<file path="src/rtl/stage_reg_pkg.sv">
// Shared defines for pipeline stage registers: ID/EX field widths, NOP field
// values and the packed ID/EX payload used to build the bubble value.
package stage_reg_pkg;

  localparam int unsigned ALUOP_W    = 8;
  localparam int unsigned ALUSEL_W   = 3;
  localparam int unsigned REG_W      = 32;
  localparam int unsigned REG_ADDR_W = 5;
  localparam int unsigned ID_EX_W    = ALUOP_W + ALUSEL_W + 2 * REG_W + REG_ADDR_W + 1;

  localparam logic [ALUOP_W-1:0]    EXE_NOP_OP    = ALUOP_W'(0);
  localparam logic [ALUSEL_W-1:0]   EXE_RES_NOP   = ALUSEL_W'(0);
  localparam logic [REG_W-1:0]      ZERO_WORD     = REG_W'(0);
  localparam logic [REG_ADDR_W-1:0] NOP_REG_ADDR  = REG_ADDR_W'(0);
  localparam logic                  WRITE_DISABLE = 1'b0;

  typedef struct packed {
    logic [ALUOP_W-1:0]    aluop;
    logic [ALUSEL_W-1:0]   alusel;
    logic [REG_W-1:0]      reg1;
    logic [REG_W-1:0]      reg2;
    logic [REG_ADDR_W-1:0] wd;
    logic                  wreg;
  } id_ex_t;

  // Bubble payload: decodes in EX as an operation with no side effects.
  function automatic id_ex_t id_ex_nop();
    id_ex_t p;
    p.aluop  = EXE_NOP_OP;
    p.alusel = EXE_RES_NOP;
    p.reg1   = ZERO_WORD;
    p.reg2   = ZERO_WORD;
    p.wd     = NOP_REG_ADDR;
    p.wreg   = WRITE_DISABLE;
    return p;
  endfunction

  localparam id_ex_t ID_EX_NOP = id_ex_nop();

endpackage

</file>
<file path="src/rtl/stage_reg_skid.sv">
// Single skid entry for stage_reg: valid flag plus payload register with
// load/clear controls; cleared entries hold the NOP payload.
module stage_reg_skid
  import stage_reg_pkg::*;
#(
  parameter int unsigned       DATA_W    = ID_EX_W,
  parameter logic [DATA_W-1:0] NOP_VALUE = DATA_W'(ID_EX_NOP)
) (
  input  logic              clk,
  input  logic              rst,
  input  logic              load,
  input  logic              clear,
  input  logic [DATA_W-1:0] d,
  output logic              valid,
  output logic [DATA_W-1:0] data
);

  // clear wins over load so a flush can never leave a stale entry behind
  always_ff @(posedge clk or posedge rst) begin
    if (rst) begin
      valid <= 1'b0;
      data  <= NOP_VALUE;
    end else if (clear) begin
      valid <= 1'b0;
      data  <= NOP_VALUE;
    end else if (load) begin
      valid <= 1'b1;
      data  <= d;
    end
  end

endmodule

</file>
<file path="src/rtl/stage_reg.sv">
// Valid/ready pipeline stage register with flush and NOP bubbles.
// Define STAGE_REG_SKID_EN for a registered in_ready backed by one skid entry.
module stage_reg
  import stage_reg_pkg::*;
#(
  parameter int unsigned       DATA_W    = ID_EX_W,
  parameter logic [DATA_W-1:0] NOP_VALUE = DATA_W'(ID_EX_NOP)
) (
  input  logic              clk,
  input  logic              rst,
  input  logic              flush,
  input  logic              in_valid,
  output logic              in_ready,
  input  logic [DATA_W-1:0] in_data,
  output logic              out_valid,
  input  logic              out_ready,
  output logic [DATA_W-1:0] out_data
);

  logic              take_in;
  logic              take_out;
  logic              main_valid_nxt;
  logic [DATA_W-1:0] main_data_nxt;

  assign take_in  = in_valid && in_ready;
  assign take_out = out_valid && out_ready;

`ifdef STAGE_REG_SKID_EN

  logic              skid_valid;
  logic [DATA_W-1:0] skid_data;
  logic              skid_load;
  logic              skid_clear;
  logic              ready_nxt;

  stage_reg_skid #(
    .DATA_W    (DATA_W),
    .NOP_VALUE (NOP_VALUE)
  ) u_skid (
    .clk   (clk),
    .rst   (rst),
    .load  (skid_load),
    .clear (skid_clear),
    .d     (in_data),
    .valid (skid_valid),
    .data  (skid_data)
  );

  // Main refills from skid first (oldest entry), else from the input.
  // in_ready only ever follows the skid occupancy, never out_ready directly.
  always_comb begin
    main_valid_nxt = out_valid;
    main_data_nxt  = out_data;
    skid_load      = 1'b0;
    skid_clear     = 1'b0;
    ready_nxt      = in_ready;
    if (flush) begin
      main_valid_nxt = 1'b0;
      main_data_nxt  = NOP_VALUE;
      skid_clear     = 1'b1;
      ready_nxt      = 1'b1;
    end else begin
      if (!out_valid || take_out) begin
        if (skid_valid) begin
          main_valid_nxt = 1'b1;
          main_data_nxt  = skid_data;
          skid_clear     = 1'b1;
        end else if (take_in) begin
          main_valid_nxt = 1'b1;
          main_data_nxt  = in_data;
        end else begin
          main_valid_nxt = 1'b0;
          main_data_nxt  = NOP_VALUE;
        end
      end else if (take_in) begin
        skid_load = 1'b1;
      end
      ready_nxt = !((skid_valid && !skid_clear) || skid_load);
    end
  end

  always_ff @(posedge clk or posedge rst) begin
    if (rst) begin
      in_ready <= 1'b1;
    end else begin
      in_ready <= ready_nxt;
    end
  end

`else

  assign in_ready = !out_valid || out_ready;

  // Single entry: a new arrival may replace a departing one in the same cycle.
  always_comb begin
    main_valid_nxt = out_valid;
    main_data_nxt  = out_data;
    if (flush) begin
      main_valid_nxt = 1'b0;
      main_data_nxt  = NOP_VALUE;
    end else if (take_in) begin
      main_valid_nxt = 1'b1;
      main_data_nxt  = in_data;
    end else if (take_out) begin
      main_valid_nxt = 1'b0;
      main_data_nxt  = NOP_VALUE;
    end
  end

`endif

  always_ff @(posedge clk or posedge rst) begin
    if (rst) begin
      out_valid <= 1'b0;
      out_data  <= NOP_VALUE;
    end else begin
      out_valid <= main_valid_nxt;
      out_data  <= main_data_nxt;
    end
  end

endmodule

</file>
<file path="config.mk">
export PLATFORM = sky130hd
export DESIGN_NAME = stage_reg
export DESIGN_NICKNAME = d
export VERILOG_FILES = /design/src/rtl/stage_reg_pkg.sv /design/src/rtl/stage_reg_skid.sv /design/src/rtl/stage_reg.sv
export SDC_FILE = /design/constraint.sdc
export NUM_CORES = 1
export LEC_CHECK = 0
export BUFFER_PORTS_ARGS = -buffer_cell sky130_fd_sc_hd__buf_2
export CAP_MARGIN = 20
export CORE_ASPECT_RATIO = 0.9
export CORE_MARGIN = 2
export CORE_UTILIZATION = 54
export CTS_CLUSTER_SIZE = 20
export DETAILED_ROUTE_END_ITERATION = 7
export PLACE_DENSITY = 0.92
export SYNTH_ARGS = -nofsm -noshare
export SYNTH_HDL_FRONTEND = slang
export SYNTH_SLANG_ARGS = --single-unit
</file>
<file path="constraint.sdc">
create_clock -name clk -period 5.9 [get_ports clk]
set_input_delay 0.59 -clock clk [delete_from_list [all_inputs] [get_ports clk]]
set_output_delay 0.59 -clock clk [all_outputs]
set_load 0.1 [all_outputs]
</file>
==> impl_metrics.json, run 1 <==
{
  "cts_resized": 0,
  "post-synth-top-count-cell": "nand2b_1",
  "layout.nets": 604,
  "irDropWorstVdd_uv": 133,
  "drc": 0,
  "yosys-mux-area-fraction_pct": 0.313,
  "clkLatencyLatePin_ps": 340,
  "yosysTopAreaCell": "dfrtp_1",
  "postCtsSetupRepairBufs": 0,
  "async_flop_share_pct": 100,
  "cts_buffer_depth": 2,
  "wl_per_cell_um": 16.4,
  "synth-compound-area-share_pct": 27.4,
  "status": "finished, final reports clean",
  "p_clk_share_pct": 26.9,
  "dieWidth_um": 103,
  "syn_inst": 375,
  "netSwitchingPower_mw": 0.590,
  "multi_input_area_um2": 2360,
  "hp-class": "in -> async",
  "synth_top_family_by_area": "compound AO/OA/AOI/OAI gates",
  "synth-seq-cells": 82,
  "drt_iter0_drc": 86,
  "drive_above_1_share_pct": 52.6,
  "fillerInstances": 666,
  "wl_mm": 10.5,
  "syn_avg_cell_area_um2": 12.8,
  "min_period_over_period_pct": 36.6,
  "cts_tree": "built",
  "placed_area_um2": 5460,
  "power_frac_comb_pct": 32.5,
  "syn-num-nets": 461,
  "place_congestion": 0.745,
  "finalSetupViolCount": 0,
  "crit_chain": "nor2b_4, buf_4, buf_4, o32ai_2",
  "power_density_nw_per_um2": 264,
  "grt_remaining_overflow": 0,
  "yosysSeqAreaShare_pct": 42.8,
  "preCtsSetupSlack_ps": 3470,
  "cp_max_fo": 42,
  "cts_root_buffer": "clkbuf_8",
  "core_area_um2": 8610,
  "synthTopCellsByCount": "162 x nand2b_1, 82 x dfrtp_1, 80 x o32ai_2",
  "swShare_pct": 39.1,
  "whs_ps": 212,
  "syn2layout_area_growth_pct": 19.1,
  "grt_pass1_vias": 3418,
  "synth_area_leaders": "dfrtp_1 43%, o32ai_2 27%, nand2b_1 21%",
  "synth_top_area_share_pct": 42.8,
  "cap_violations": 0,
  "synth_cell_types": 14,
  "drt-vias-per-instance": 5.38,
  "synth_edf_count": 0,
  "clock_skew_ps": 8.77,
  "portBuffers": 168,
  "seqPwrFrac_pct": 40.6,
  "htreeDepth": 3,
  "hpwl_mm": 6.78,
  "finalSetupTns_ps": 0,
  "cts.sinks": 82,
  "ys.flop_type": "dfrtp_1",
  "crit_path_end_kind": "flip-flop",
  "final-hold-violation-count": 0,
  "firstDrtPassIters": 4,
  "synthXorXnorAreaFrac_pct": 0,
  "die_h_um": 93.4,
  "grt_pass1_wl_mm": 16.7,
  "vias": 3457,
  "cts_made_buffers": 9,
  "netlist_area_um2": 4790,
  "synth_adder_area_share_pct": 0,
  "grtUsageTotal_pct": 21.9,
  "path_buf_inv": 2,
  "final_cell_area_um2": 5710,
  "postCtsHoldBufs": 0,
  "path_delay_family": "buffers and inverters",
  "max_stage_delay_ps": 660,
  "final.setup.worst_slack_ps": 3740,
  "worst_pin_slew_ps": 745,
  "cp_slowest_cell": "buf_4",
  "num_rows": 32,
  "p_leak_nw": 2.57,
  "ff_latch_area_um2": 2050,
  "io_pins": 169,
  "rsz0062_at_grt": "no",
  "fin_crit_ps": 2160,
  "antenna_found_initial": 0,
  "slew_violations": 0,
  "yosys.area_share.simple_pct": 21.4,
  "power.internal_mw": 0.920,
  "fp.dieArea_um2": 9650,
  "cp.required_ps": 6090,
  "path_common_cell": "buf_4",
  "clk_pin_slew_ps": 80,
  "antenna_left": 0,
  "crit_type": "reg -> reg",
  "yosys_warnings": 0,
  "antenna_cells": 0,
  "worstPathArrival_ps": 2350,
  "fmaxAchievable_mhz": 463,
  "worstSetupStartpointType": "flip-flop",
  "grt_max_degree": 164,
  "start_util_pct": 55.7,
  "slew-limit-headroom_pct": 50.4
}
==> worst min-delay path: stages <==
cell and delay [ps]:
buf_2 100, clkinv_2 30, buf_4 180
==> final cells by class <==
class,count,area share [%]
timing repair buffer,176,16.5
inverter,3,0.263
tap,119,2.61
clock buffer,12,2.54
sequential,82,35.9
multi-input combinational,246,41.3
clock inverter,4,0.898
==> placed cells by master (no fill, tap or decap), types with 2 or more instances in the layout <==
cell type	synthesis	routed
clkbuf_1	16	2
o32ai_2	80	80
nand2b_1	162	162
buf_2	8	168
buf_16	0	2
dfrtp_1	82	82
clkbuf_8	0	10
clkinv_2	0	2
buf_4	8	6
==> sequential cells by signal (all words and copies together), names as in the netlist <==
name / flops
out_data: 81
out_valid: 1
==> power by group through the flow <==
stage	combinational (mW)	clock, mW	sequential, mW
5_1_grt	0.514	0.443	0.617
2_1_floorplan	0.179	0	0.864
3_5_place_dp	0.490	0	0.624
3_3_place_gp	0.480	0	0.623
4_1_cts	0.490	0.419	0.613
6_report	0.491	0.406	0.613
==> logic make-up after synthesis <==
kind of cell	after synthesis
buffers and inverters	47
AO/OA/AOI/OAI	82
AND/OR/NAND/NOR	163
multiplexers	1
flip-flops	82
==> final timing paths <==
check	startpoint	to	slack, ps	depth (start not counted)
max in group asynchronous	rst	out_data[25]$_DFFE_PP0P_	5100	4
setup reg to reg	out_valid$_DFFE_PP0P_	out_data[74]$_DFFE_PP0P_	3740	4
hold / removal	rst	out_data[69]$_DFFE_PP0P_	210	3
setup / recovery	out_valid$_DFFE_PP0P_	out_data[74]$_DFFE_PP0P_	3740	4
min in group clk	in_data[28]	out_data[28]$_DFFE_PP0P_	510	3
hold reg to reg	out_data[28]$_DFFE_PP0P_	out_data[28]$_DFFE_PP0P_	560	2
==> per-layer routing <==
layer  track usage [%]  routed length, µm  vias to the layer above  share of wire (%)
met5                 0                  0                        -                  0
met4              4.93                 67                        0               0.64
met3              5.98                647                        8                6.1
met2              37.3               5380                      115                 51
met1              27.8               4440                     1714                 42
li1                  -                  -                     1620                  -
==> through the flow <==
| stage | std cells | util [%] | power, mW |
|---|---|---|---|
| global placement | 624 | 63.4 | 1.10 |
| floorplan | 375 | - | 1.04 |
| finish | 642 | 66.3 | 1.51 |
| CTS | 640 | 65.7 | 1.52 |
| global route | 642 | 66.3 | 1.57 |
| detailed placement | 624 | 63.4 | 1.11 |
(Power assumes the default switching activity.)
==> run 2, diff against run 1 <==
- ABC_AREA: unset -> 1
- CORE_UTILIZATION: 54 -> 47
- PLACE_DENSITY: 0.92 -> 0.87
- clock period: 5.9 -> 2.2 ns (I/O delays scaled with it)
==> run 2 against run 1 <==
- final cell count fell by 3.4%
- first-iteration DRC count up 130%
- combinational power grew 120%
- clock power rose to 2.8 times the previous value
- global-route usage decreased by 1.0 points
- sequential power increased to 2.7 times the previous value
- clock skew decreased by 1.1 ps
- power increased to 2.6 times the previous value
==> impl_metrics.json, run 2 <==
{
  "drt-vias-per-instance": 5.15,
  "post-synth-top-count-cell": "nand3_1",
  "grt_remaining_overflow": 0,
  "antenna_left": 0,
  "cts_made_buffers": 9,
  "irDropWorstVdd_uv": 375,
  "clk_pin_slew_ps": 80,
  "power_density_nw_per_um2": 830,
  "cts.sinks": 82,
  "die_h_um": 87.3,
  "synth-seq-cells": 82,
  "cts_buffer_depth": 2,
  "routed-wl-met3_um": 673,
  "drt_iter0_drc": 201,
  "io_pins": 169,
  "top_regs": "out_data: 81 flops, out_valid: 1 flops",
  "async_flop_share_pct": 100,
  "dieWidth_um": 96.5,
  "fp.dieArea_um2": 8420,
  "crit_chain": "nand2_2, buf_12, buf_12",
  "syn-num-nets": 454,
  "num_rows": 30,
  "r2r-end": "out_data[47]$_DFFE_PP0P_",
  "synth_area_leaders": "dfrtp_1 57%, nand3_1 19%, nand2_1 8.4%",
  "layout_common_cells": "167 x buf_2, 140 x nand3_1, 82 x dfrtp_1, 81 x nand2_1, 22 x nand3_2",
  "worstPathArrival_ps": 1410,
  "ys.flop_type": "dfrtp_1",
  "mostFrequentLayoutCell": "buf_2",
  "antenna_found_initial": 0,
  "fin_crit_ps": 1630,
  "drt-met1-wl_mm": 3.59,
  "swShare_pct": 36.8,
  "max_stage_delay_ps": 400,
  "syn_inst": 368,
  "cts_resized": 0,
  "drive_above_1_share_pct": 41.4,
  "synth_edf_count": 0,
  "reg2reg_depth": 6,
  "clkLatencyLatePin_ps": 320,
  "power.internal_mw": 2.44,
  "vias": 3191,
  "worst_pin_slew_ps": 744,
  "layout.nets": 607,
  "slew_violations": 0,
  "hp-class": "in -> async",
  "synth_top_area_share_pct": 56.7,
  "r2r_start": "out_valid$_DFFE_PP0P_",
  "syn2layout_area_growth_pct": 28.4,
  "antenna_cells": 0,
  "cp_slowest_cell": "dfrtp_1",
  "portBuffers": 168,
  "cp_max_fo": 83,
  "fillerInstances": 666,
  "synthTopCellsByCount": "140 x nand3_1, 82 x dfrtp_1, 81 x nand2_1",
  "largest-register": "out_data",
  "wl_per_cell_um": 13.9,
  "drc": 0,
  "grt_pass1_vias": 2961,
  "largest_register_ffs": 81,
  "synth_cell_types": 14,
  "grt_max_degree": 84,
  "hpwl_mm": 5.88,
  "slew-limit-headroom_pct": 50.3,
  "yosys_warnings": 0,
  "htreeDepth": 3,
  "postCtsHoldBufs": 0,
  "min_period_over_period_pct": 74.1,
  "netlist_area_um2": 3620,
  "power_frac_comb_pct": 28.1,
  "crit_path_end_kind": "output port",
  "final-hold-violation-count": 0,
  "rrSetupSlack_ps": 790,
  "path_common_cell": "buf_12",
  "yosysSeqAreaShare_pct": 56.7,
  "cts_tree": "built",
  "p_leak_nw": 2.73,
  "grt_pass1_wl_mm": 13.7,
  "fmaxAchievable_mhz": 613,
  "p_clk_share_pct": 29.3,
  "cts_root_buffer": "clkbuf_8",
  "start_util_pct": 48.2,
  "netSwitchingPower_mw": 1.42,
  "status": "finished, final reports clean",
  "core_area_um2": 7510,
  "syn_avg_cell_area_um2": 9.84,
  "place_congestion": 0.748,
  "path_buf_inv": 2,
  "wl_mm": 8.62,
  "rsz0062_at_grt": "no",
  "cp.required_ps": 1980,
  "seqPwrFrac_pct": 42.5,
  "postCtsSetupRepairBufs": 0,
  "worstSetupStartpointType": "flip-flop",
  "met2WireLength_mm": 4.30,
  "path_delay_family": "buffers and inverters",
  "whs_ps": 5.10,
  "cap_violations": 0,
  "clock_skew_ps": 7.68,
  "crit_type": "reg -> out",
  "yosysTopAreaCell": "dfrtp_1",
  "finalSetupTns_ps": 0,
  "routed.top_layer": "met4",
  "finalSetupViolCount": 0,
  "firstDrtPassIters": 4,
  "grtUsageTotal_pct": 20.9
}
run 2: cell count changes after synthesis, moves of 16 or more:
cell      delta
o32ai_2     -80
nand2_1     +81
clkbuf_1    -16
nand3_1    +140
nand3_2     +22
nand2b_1   -162
run 2: power groups by stage:
stage | sequential [mW] | clock (mW) | combinational (mW)
finish | 1.64 | 1.13 | 1.09
global placement | 1.67 | 0 | 1.08
detailed placement | 1.67 | 0 | 1.09
global route | 1.65 | 1.25 | 1.14
floorplan | 2.29 | 0 | 0.246
CTS | 1.64 | 1.18 | 1.09
run 2: through the flow:
step | std cells | util (%) | cell area, µm² | power (mW) | worst slack [ps]
after floorplan | 368 | - | 3620 | 2.54 | 386
after global placement | 606 | 59.2 | 4440 | 2.75 | 810
after detailed placement | 606 | 59.2 | 4440 | 2.76 | 775
after CTS | 620 | 61.9 | 4650 | 3.91 | 527
after global routing | 620 | 61.9 | 4650 | 4.04 | 455
final | 620 | 61.9 | 4650 | 3.86 | 569
run 2: final cells by class:
class,instances,area (µm²),share of cell area (%)
clock inverter,3,65.1,1.40
sequential,82,2050,44.1
inverter,5,26.3,0.565
multi-input combinational,248,1270,27.4
timing repair buffer,175,971,20.9
tap,96,120,2.58
clock buffer,11,141,3.04
run 2: cells by family (layout without fill, tap and decap cells):
| kind of cell | Yosys count | after routing | synth area share (%) |
|---|---|---|---|
| AND/OR/NAND/NOR | 247 | 247 | 35.0 |
| flip-flops | 82 | 82 | 56.7 |
| buffers and inverters | 38 | 194 | 8.15 |
| AO/OA/AOI/OAI | 1 | 1 | 0.138 |
run 2: worst reg2reg max path: cells and delay by family, from the launching register on:
family / cells / cell delay, ps
buf+inv: 2 / 420
flops: 1 / 400
simple gates: 4 / 510
run 2: how the worst max path moves through the flow:
stage / to / slack, ps / startpoint / cells past startpoint
finish: in_ready / 570 / out_valid$_DFFE_PP0P_ / 3
global route: in_ready / 460 / out_valid$_DFFE_PP0P_ / 3
CTS: in_ready / 530 / out_valid$_DFFE_PP0P_ / 3
detailed placement: out_data[47]$_DFFE_PP0P_ / 780 / flush / 5
global placement: out_data[55]$_DFFE_PP0P_ / 810 / in_valid / 6
floorplan: out_data[30]$_DFFE_PP0P_ / 390 / out_valid$_DFFE_PP0P_ / 4
run 2: layer usage:
metal | vias up | track usage [%]
met2 | 144 | 35.2
met5 | - | 0
met3 | 5 | 4.42
met1 | 1496 | 26.8
li1 | 1546 | -
met4 | 0 | 6.91
